==> config.mk <==
export PLATFORM = sky130hd
export DESIGN_NAME = sramc_ahb_slave
export DESIGN_NICKNAME = d
export VERILOG_FILES = /design/src/rtl/sramc_pkg.sv /design/src/rtl/sramc_lane_decode.sv /design/src/rtl/sramc_ahb_slave.sv
export SDC_FILE = /design/constraint.sdc
export NUM_CORES = 1
export LEC_CHECK = 0
export CELL_PAD_IN_SITES_DETAIL_PLACEMENT = 0
export CELL_PAD_IN_SITES_GLOBAL_PLACEMENT = 2
export CORE_UTILIZATION = 32
export DETAILED_ROUTE_END_ITERATION = 16
export DONT_BUFFER_PORTS = 1
export GPL_TIMING_DRIVEN = 0
export PLACE_DENSITY = 0.77
export REMOVE_ABC_BUFFERS = 1
export SYNTH_ARGS = -nofsm -noshare
export SYNTH_HDL_FRONTEND = slang
export SYNTH_HIERARCHICAL = 1
export SYNTH_SLANG_ARGS = --single-unit
==> constraint.sdc <==
create_clock -name hclk -period 2 [get_ports hclk]
set_input_delay 0.5 -clock hclk [delete_from_list [all_inputs] [get_ports hclk]]
set_output_delay 0.5 -clock hclk [all_outputs]
set_load 0.005 [all_outputs]
==> src/rtl/sramc_pkg.sv <==
// Shared constants for the SRAM controller AHB-Lite front end: bus encodings
// and the one-hot state encoding of the slave FSM.
package sramc_pkg;

  localparam logic [1:0] HTRANS_IDLE   = 2'b00;
  localparam logic [1:0] HTRANS_BUSY   = 2'b01;
  localparam logic [1:0] HTRANS_NONSEQ = 2'b10;
  localparam logic [1:0] HTRANS_SEQ    = 2'b11;

  localparam logic [1:0] HRESP_OKAY    = 2'b00;
  localparam logic [1:0] HRESP_ERROR   = 2'b01;

  localparam logic [2:0] HSIZE_BYTE    = 3'd0;
  localparam logic [2:0] HSIZE_HALF    = 3'd1;
  localparam logic [2:0] HSIZE_WORD    = 3'd2;
  localparam logic [2:0] HSIZE_DWORD   = 3'd3;

  localparam int STATE_W = 8;

  localparam logic [STATE_W-1:0] ST_IDLE    = 8'b0000_0001;
  localparam logic [STATE_W-1:0] ST_WR_WAIT = 8'b0000_0010;
  localparam logic [STATE_W-1:0] ST_WR      = 8'b0000_0100;
  localparam logic [STATE_W-1:0] ST_RD      = 8'b0000_1000;
  localparam logic [STATE_W-1:0] ST_RD_WAIT = 8'b0001_0000;
  localparam logic [STATE_W-1:0] ST_RD_DONE = 8'b0010_0000;
  localparam logic [STATE_W-1:0] ST_ERR1    = 8'b0100_0000;
  localparam logic [STATE_W-1:0] ST_ERR2    = 8'b1000_0000;

endpackage

==> src/rtl/sramc_lane_decode.sv <==
// Combinational address-phase decode: byte strobes, SRAM word address and
// the illegal-access flag (oversize, misaligned, or outside the SRAM window).
module sramc_lane_decode
  import sramc_pkg::*;
#(
  parameter int                        AHB_ADDR_WIDTH  = 32,
  parameter int                        DATA_WIDTH      = 32,
  parameter int                        SRAM_ADDR_WIDTH = 12,
  parameter logic [AHB_ADDR_WIDTH-1:0] BASE_ADDR       = '0
) (
  input  logic [2:0]                  hsize,
  input  logic [AHB_ADDR_WIDTH-1:0]   haddr,
  output logic [DATA_WIDTH/8-1:0]     be,
  output logic [SRAM_ADDR_WIDTH-1:0]  word_addr,
  output logic                        err
);

  localparam int NB = DATA_WIDTH / 8;
  localparam int L  = $clog2(NB);
  // One extra bit so the window end never wraps for windows at the top of the map.
  localparam logic [AHB_ADDR_WIDTH:0] WIN_LO = {1'b0, BASE_ADDR};
  localparam logic [AHB_ADDR_WIDTH:0] WIN_HI =
    WIN_LO + ((AHB_ADDR_WIDTH+1)'(NB) << SRAM_ADDR_WIDTH);

  logic [L-1:0]              offset;
  logic [AHB_ADDR_WIDTH-1:0] rel;
  logic [7:0]                size_mask;
  logic [2*NB-1:0]           lanes;

  always_comb begin
    offset    = haddr[L-1:0];
    rel       = haddr - BASE_ADDR;
    word_addr = rel[L +: SRAM_ADDR_WIDTH];
    lanes     = '0;
    for (int i = 0; i < NB; i++) begin
      lanes[i] = (i < (1 << hsize));
    end
    lanes     = lanes << offset;
    be        = lanes[NB-1:0];
    size_mask = 8'((1 << hsize) - 1);
    err       = (hsize > 3'(L))
             || ((8'(offset) & size_mask) != 8'd0)
             || ({1'b0, haddr} <  WIN_LO)
             || ({1'b0, haddr} >= WIN_HI);
  end

endmodule

==> src/rtl/sramc_ahb_slave.sv <==
// AHB-Lite slave front end driving one single-port synchronous SRAM, with
// byte strobes, configurable wait states and a two-cycle ERROR response.
module sramc_ahb_slave
  import sramc_pkg::*;
#(
  parameter int                        AHB_ADDR_WIDTH  = 32,
  parameter int                        DATA_WIDTH      = 32,
  parameter int                        SRAM_ADDR_WIDTH = 12,
  parameter logic [AHB_ADDR_WIDTH-1:0] BASE_ADDR       = '0,
  parameter int                        WAIT_STATES     = 0
) (
  input  logic                        hclk,
  input  logic                        hreset_n,
  input  logic                        hsel,
  input  logic                        hready,
  input  logic                        hwrite,
  input  logic [2:0]                  hsize,
  input  logic [1:0]                  htrans,
  input  logic [AHB_ADDR_WIDTH-1:0]   haddr,
  input  logic [DATA_WIDTH-1:0]       hwdata,
  output logic [DATA_WIDTH-1:0]       hrdata,
  output logic                        hready_resp,
  output logic [1:0]                  hresp,
  output logic                        sram_ce,
  output logic                        sram_we,
  output logic [DATA_WIDTH/8-1:0]     sram_be,
  output logic [SRAM_ADDR_WIDTH-1:0]  sram_addr,
  output logic [DATA_WIDTH-1:0]       sram_wdata,
  input  logic [DATA_WIDTH-1:0]       sram_rdata,
  output logic [STATE_W-1:0]          dbg_state
);

  localparam logic [2:0] WAIT_LOAD = (WAIT_STATES > 0) ? 3'(WAIT_STATES - 1) : 3'd0;

  logic [STATE_W-1:0]         state_q, state_d;
  logic [2:0]                 cnt_q, cnt_d;
  logic [DATA_WIDTH/8-1:0]    be_q, be_d;
  logic [SRAM_ADDR_WIDTH-1:0] addr_q, addr_d;
  logic [DATA_WIDTH-1:0]      hrdata_q, hrdata_d;

  logic [DATA_WIDTH/8-1:0]    lane_be;
  logic [SRAM_ADDR_WIDTH-1:0] lane_addr;
  logic                       lane_err;
  logic                       resolve;
  logic                       accept;
  logic                       unused_htrans0;

  assign unused_htrans0 = htrans[0];

  sramc_lane_decode #(
    .AHB_ADDR_WIDTH  (AHB_ADDR_WIDTH),
    .DATA_WIDTH      (DATA_WIDTH),
    .SRAM_ADDR_WIDTH (SRAM_ADDR_WIDTH),
    .BASE_ADDR       (BASE_ADDR)
  ) u_lane_decode (
    .hsize     (hsize),
    .haddr     (haddr),
    .be        (lane_be),
    .word_addr (lane_addr),
    .err       (lane_err)
  );

  always_comb begin
    state_d  = state_q;
    cnt_d    = cnt_q;
    be_d     = be_q;
    addr_d   = addr_q;
    hrdata_d = hrdata_q;
    // States that end a data phase with hready_resp high may take the next address.
    resolve  = (state_q == ST_IDLE) || (state_q == ST_WR)
            || (state_q == ST_RD_DONE) || (state_q == ST_ERR2);
    accept   = resolve && hsel && hready && htrans[1];

    case (state_q)
      ST_WR_WAIT: begin
        if (cnt_q == 3'd0) state_d = ST_WR;
        else               cnt_d   = cnt_q - 3'd1;
      end
      ST_RD: begin
        if (WAIT_STATES > 0) begin
          state_d = ST_RD_WAIT;
          cnt_d   = WAIT_LOAD;
        end else begin
          state_d = ST_RD_DONE;
        end
      end
      ST_RD_WAIT: begin
        if (cnt_q == 3'd0) state_d = ST_RD_DONE;
        else               cnt_d   = cnt_q - 3'd1;
      end
      ST_RD_DONE: hrdata_d = sram_rdata;
      ST_ERR1:    state_d  = ST_ERR2;
      default: ;
    endcase

    if (resolve) begin
      state_d = ST_IDLE;
      if (accept) begin
        be_d   = lane_be;
        addr_d = lane_addr;
        if (lane_err) begin
          state_d = ST_ERR1;
        end else if (hwrite) begin
          if (WAIT_STATES > 0) begin
            state_d = ST_WR_WAIT;
            cnt_d   = WAIT_LOAD;
          end else begin
            state_d = ST_WR;
          end
        end else begin
          state_d = ST_RD;
        end
      end
    end
  end

  always_ff @(posedge hclk or negedge hreset_n) begin
    if (!hreset_n) begin
      state_q  <= ST_IDLE;
      cnt_q    <= '0;
      be_q     <= '0;
      addr_q   <= '0;
      hrdata_q <= '0;
    end else begin
      state_q  <= state_d;
      cnt_q    <= cnt_d;
      be_q     <= be_d;
      addr_q   <= addr_d;
      hrdata_q <= hrdata_d;
    end
  end

  // SRAM data arrives during RD_DONE, so it is forwarded directly and held afterwards.
  assign hrdata      = (state_q == ST_RD_DONE) ? sram_rdata : hrdata_q;
  assign hready_resp = !((state_q == ST_WR_WAIT) || (state_q == ST_RD)
                      || (state_q == ST_RD_WAIT) || (state_q == ST_ERR1));
  assign hresp       = ((state_q == ST_ERR1) || (state_q == ST_ERR2)) ? HRESP_ERROR : HRESP_OKAY;
  assign sram_ce     = (state_q == ST_WR) || (state_q == ST_RD);
  assign sram_we     = (state_q == ST_WR);
  assign sram_be     = be_q;
  assign sram_addr   = addr_q;
  assign sram_wdata  = hwdata;
  assign dbg_state   = state_q;

endmodule

# Word level (Yosys, flattened, before mapping)
# Cells that the tools add are included.
[op_classes]
n_addsub = 2
order_cmp = 6
eq_ne = 10
shifts = 2
mux = 9
bitwise = 2
reduce_logical = 21
[op_table]
columns = ["cell", "n"]
rows = [
  ["$lt 3x32->1 const A", 2],
  ["$ge 32x15->1 const B", 1],
  ["$lt 1x32->1 const A", 1],
  ["$lt 2x32->1 const A", 1],
  ["$mux 32", 1],
  ["$pmux 8 s4", 1],
  ["$shl 1x3->32 const A", 1],
  ["$mux 8", 3],
  ["$mux 7", 2],
  ["$logic_or 1x1->1", 10],
  ["$and 2x8->8", 1],
  ["$eq 8x1->1 const B", 1],
  ["$eq 8x2->1 const B", 1],
  ["$eq 8x3->1 const B", 1],
  ["$eq 8x4->1 const B", 1],
  ["$eq 8x5->1 const B", 1],
  ["$eq 8x6->1 const B", 1],
  ["$eq 8x7->1 const B", 1],
  ["$eq 8x8->1 const B", 1],
  ["$reduce_bool 8->1", 1],
  ["$sub 8x2->8 const B", 1],
  ["$ne 3x3->1 const B", 2],
  ["$reduce_bool 5->1", 1],
  ["$mux 4", 1],
  ["other kinds (11)", 14],
]
[totals]
reg_bits = 59
input_bits = 106
output_inout_bits = 93
elab_cells = 57

# Logic depth before layout (Yosys ltp)
[depth]
ltp_word = 9
depth_mapped = 6
mapped_depth_nobuf = 6

# Modules after synthesis
# Netlist, hierarchy kept.
[by_module_without_submodules]
columns = ["mod", "instances", "cells_per_inst", "area_each_um2"]
rows = [
  ["sramc_ahb_slave", 1, 187, 2544.9],
  ["sramc_lane_decode", 1, 29, 192.7],
]

# Worst setup path before layout
# No wires, ideal clock.
[synth_timing]
path_kind = "register to output"
from = "register state_q[7] (netlist: dbg_state[7])"
to = "output port hrdata[15]"
t_arrival_ns = 1.663
setup_slack_ns = -0.163
path_stages_with_launch = 6
n_path_buf = 2
cell_sequence = "dfrtp_1 buf_4 nor4_1 nand3b_2 buf_6 mux2_2"
[synth_between]
elab_chain_len = 2
[synth_lines]
columns = ["element", "line_no", "text"]
rows = [
  ["start, declared", "sramc_ahb_slave.sv:35", "logic [STATE_W-1:0] state_q, state_d;"],
  ["start signal, assigned", "sramc_ahb_slave.sv:125", "state_q <= state_d;"],
  ["$eq 8x6->1", "sramc_ahb_slave.sv:134", "assign hrdata = (state_q == ST_RD_DONE) ? sram_rdata : hrdata_q;"],
  ["$mux 32", "n/a", ""],
  ["end, declared", "sramc_ahb_slave.sv:21", "output logic [DATA_WIDTH-1:0] hrdata,"],
]
# No other way between the ends.

# Worst setup path in the final report
[layout_timing]
from = "register state_q[6] (netlist: dbg_state[6])"
to = "output port hrdata[12]"
# The elaborated chain is that of the path after synthesis.

==> impl_metrics.ini <==
[detailed_routing]
vias = 1499
drt-total-wl_mm = 7.02
drc = 0
first_pass_iters = 4
via_per_inst = 5.17
antenna_left = 0
wire_per_inst_um = 24.2
drt-initial-drc-count = 58

[worst_setup_path]
r2r_slack_ns = -0.13
crit_type = reg -> out
crit_path_end_kind = primary output
crit_start = dbg_state[6]$_DFFE_PN0P_
crit_path_start_kind = register
r2r_start = dbg_state[7]$_DFFE_PN0P_
worstPathRequired_ns = 1.50
crit_arrival_ns = 1.85
path_max_fanout = 17

[floorplanning]
start_util_pct = 33.2
core.rowCount = 33
die_w_um = 94.5
die_h_um = 94.5
die-area_sq_um = 8930
core_area_sq_um = 8260
io_pins = 199

[yosys]
synth_area_leader_cell = dfrtp_1
syn_avg_cell_area_sq_um = 12.7
synthFlopType = dfrtp_1
synth_edf_count = 0
synth_most_common_cell = dfrtp_1
yosysTopAreaCellShare_pct = 48.4
ys_top_cells_by_count = dfrtp_1 (53), buf_4 (48), mux2_2 (34)
ys_ff_latch = 54
synth.cell_area_sq_um = 2740
synth_async_sr_flop_share_pct = 100
synth_cell_types = 34
synthTopCellsByArea = dfrtp_1 (48%), mux2_2 (14%), buf_4 (13%)
syn_inst = 216
yosysSeqAreaShare_pct = 49.4
ys_warn_count = 6

[timing]
fin_crit_sh_pct = 118
rsz0062_at_grt = true
fmax_mhz = 425
timing.final.ws_setup_ns = -0.350
fin_worst_skew_ns = 0.0131
fin_crit_ns = 2.35
setup_viol = 45
slew_viol_final = 0
finalHoldViolations = 0

[clocking]
clock_latency_ns = 0.31
numCtsBuffers = 5
cts_tree = yes
cts_sinks = 54
h-tree-depth = 2
path_clk_slew_ns = 0.11
ctsRootBufferMaster = clkbuf_8
clockBufferDepth = 2

[grt]
grt_max_degree = 54
grt_overflow = 0
antenna_found_initial = 0
grt_pass1_wl_mm = 9.29
grtUsageTotal_pct = 15.0
first_global_vias = 1530

[finish]
drive_above_1_share_pct = 44.6
num-fill-cells = 829
final_net_count = 289
regArea_sq_um = 1360
final_area_sq_um = 2780
instances_no_fill = 290
multi_input_area_sq_um = 1040
area_growth_pct = 1.42

[status]
status = complete, but fails checks
failed_checks = setup timing

[power_and_ir_drop]
power_leakage_nw = 1.30
irDropWorstVdd_mv = 0.265
power_density_nw_per_um2 = 709
fin_total_pwr_mw = 1.97

[placement]
dpl.cell_count = 265
dp_hpwl_mm = 4.71
io_buffers = 0
place_area_sq_um = 2440
gp_congestion = 0.723

[flow_run]
drv_cap = 0

[hold_path]
min_path_type = in -> async
sequential cells by signal, indices dropped and copies added (netlist names):
register / count
dbg_state: 6
sram_addr: 12
hrdata_q: 32
sram_be: 4
metal layers:
| metal | vias to the layer above | share of wire (%) | global-route usage, % |
|---|---|---|---|
| li1 | 631 | - | - |
| met1 | 746 | 39 | 17.0 |
| met2 | 113 | 45 | 21.0 |
| met3 | 7 | 15 | 12.3 |
| met4 | 2 | 0.78 | 4.04 |
| met5 | - | 0.77 | 4.76 |
worst max-delay path, cell delays in order, from the launching register on:
cell and delay (ns):
dfrtp_2 0.49, nor4_4 0.28, buf_6 0.18, nand3b_4 0.09, buf_12 0.17, mux2_2 0.32
cell type report:
cell class | count | area share [%]
sequential | 54 | 48.9
multi-input combinational | 107 | 37.4
tap | 105 | 4.73
timing repair buffer | 13 | 4.60
clock buffer | 5 | 2.48
clock inverter | 3 | 1.58
inverter | 2 | 0.270
antenna | 1 | 0.0901
metrics by stage:
stage          hold WS (ns)  setup TNS, ns  setup slack, ns  utilization (%)
5_1_grt              0.0302         -14.61           -0.436             33.6
3_5_place_dp          0.205         -50.30           -0.894             29.5
3_3_place_gp          0.205         -44.88           -0.823             29.5
2_1_floorplan         0.204         -16.92           -0.444                -
4_1_cts             0.00500         -10.55           -0.361             33.0
6_report             0.0238         -10.26           -0.350             33.6
final timing paths:
path | cells past startpoint | endpoint
setup / recovery | 5 | hrdata[12]
setup reg to reg | 6 | sram_be[1]$_DFFE_PN0P_
hold reg to reg | 1 | hrdata_q[22]$_DFF_PN0_
hold / removal | 1 | dbg_state[5]$_DFFE_PN0P_
max in group asynchronous | 1 | dbg_state[0]$_DFFE_PN1P_
min in group hclk | 1 | dbg_state[3]$_DFFE_PN0P_
cells by family after synthesis:
group	Yosys count	synth area share, %
XOR/XNOR	4	1.28
multiplexers	50	22.8
flip-flops	54	49.4
AO/OA/AOI/OAI	16	3.98
other	1	0.137
buffers and inverters	60	16.2
AND/OR/NAND/NOR	31	6.22
placed cells by master (no fill, tap or decap), types with 3 or more instances in the layout:
| master | n |
|---|---|
| mux2_4 | 16 |
| dfrtp_2 | 4 |
| clkbuf_8 | 5 |
| nor4_1 | 4 |
| nand3_1 | 3 |
| nor2_1 | 10 |
| buf_4 | 4 |
| nand3b_4 | 3 |
| conb_1 | 3 |
| mux2_2 | 34 |
| dfrtp_1 | 49 |
| nand2_1 | 3 |
| o21ai_0 | 6 |
report_power, final:
part / switching (mW) / internal (mW) / leakage (nW)
registers: 0.00732 / 1.12 / 0.657
logic: 0.0514 / 0.0379 / 0.584
clock network: 0.373 / 0.376 / 0.0585
timing repair:
item	CTS	global route
setup buffers	8	3
endpoints found under the hold margin	53	1
cloned	2	1
hold buffers	1	1
gates resized for setup	16	1
setup endpoints to repair	85	50
pin swaps	2	1
Note: power is estimated with default switching activity, not from simulation.
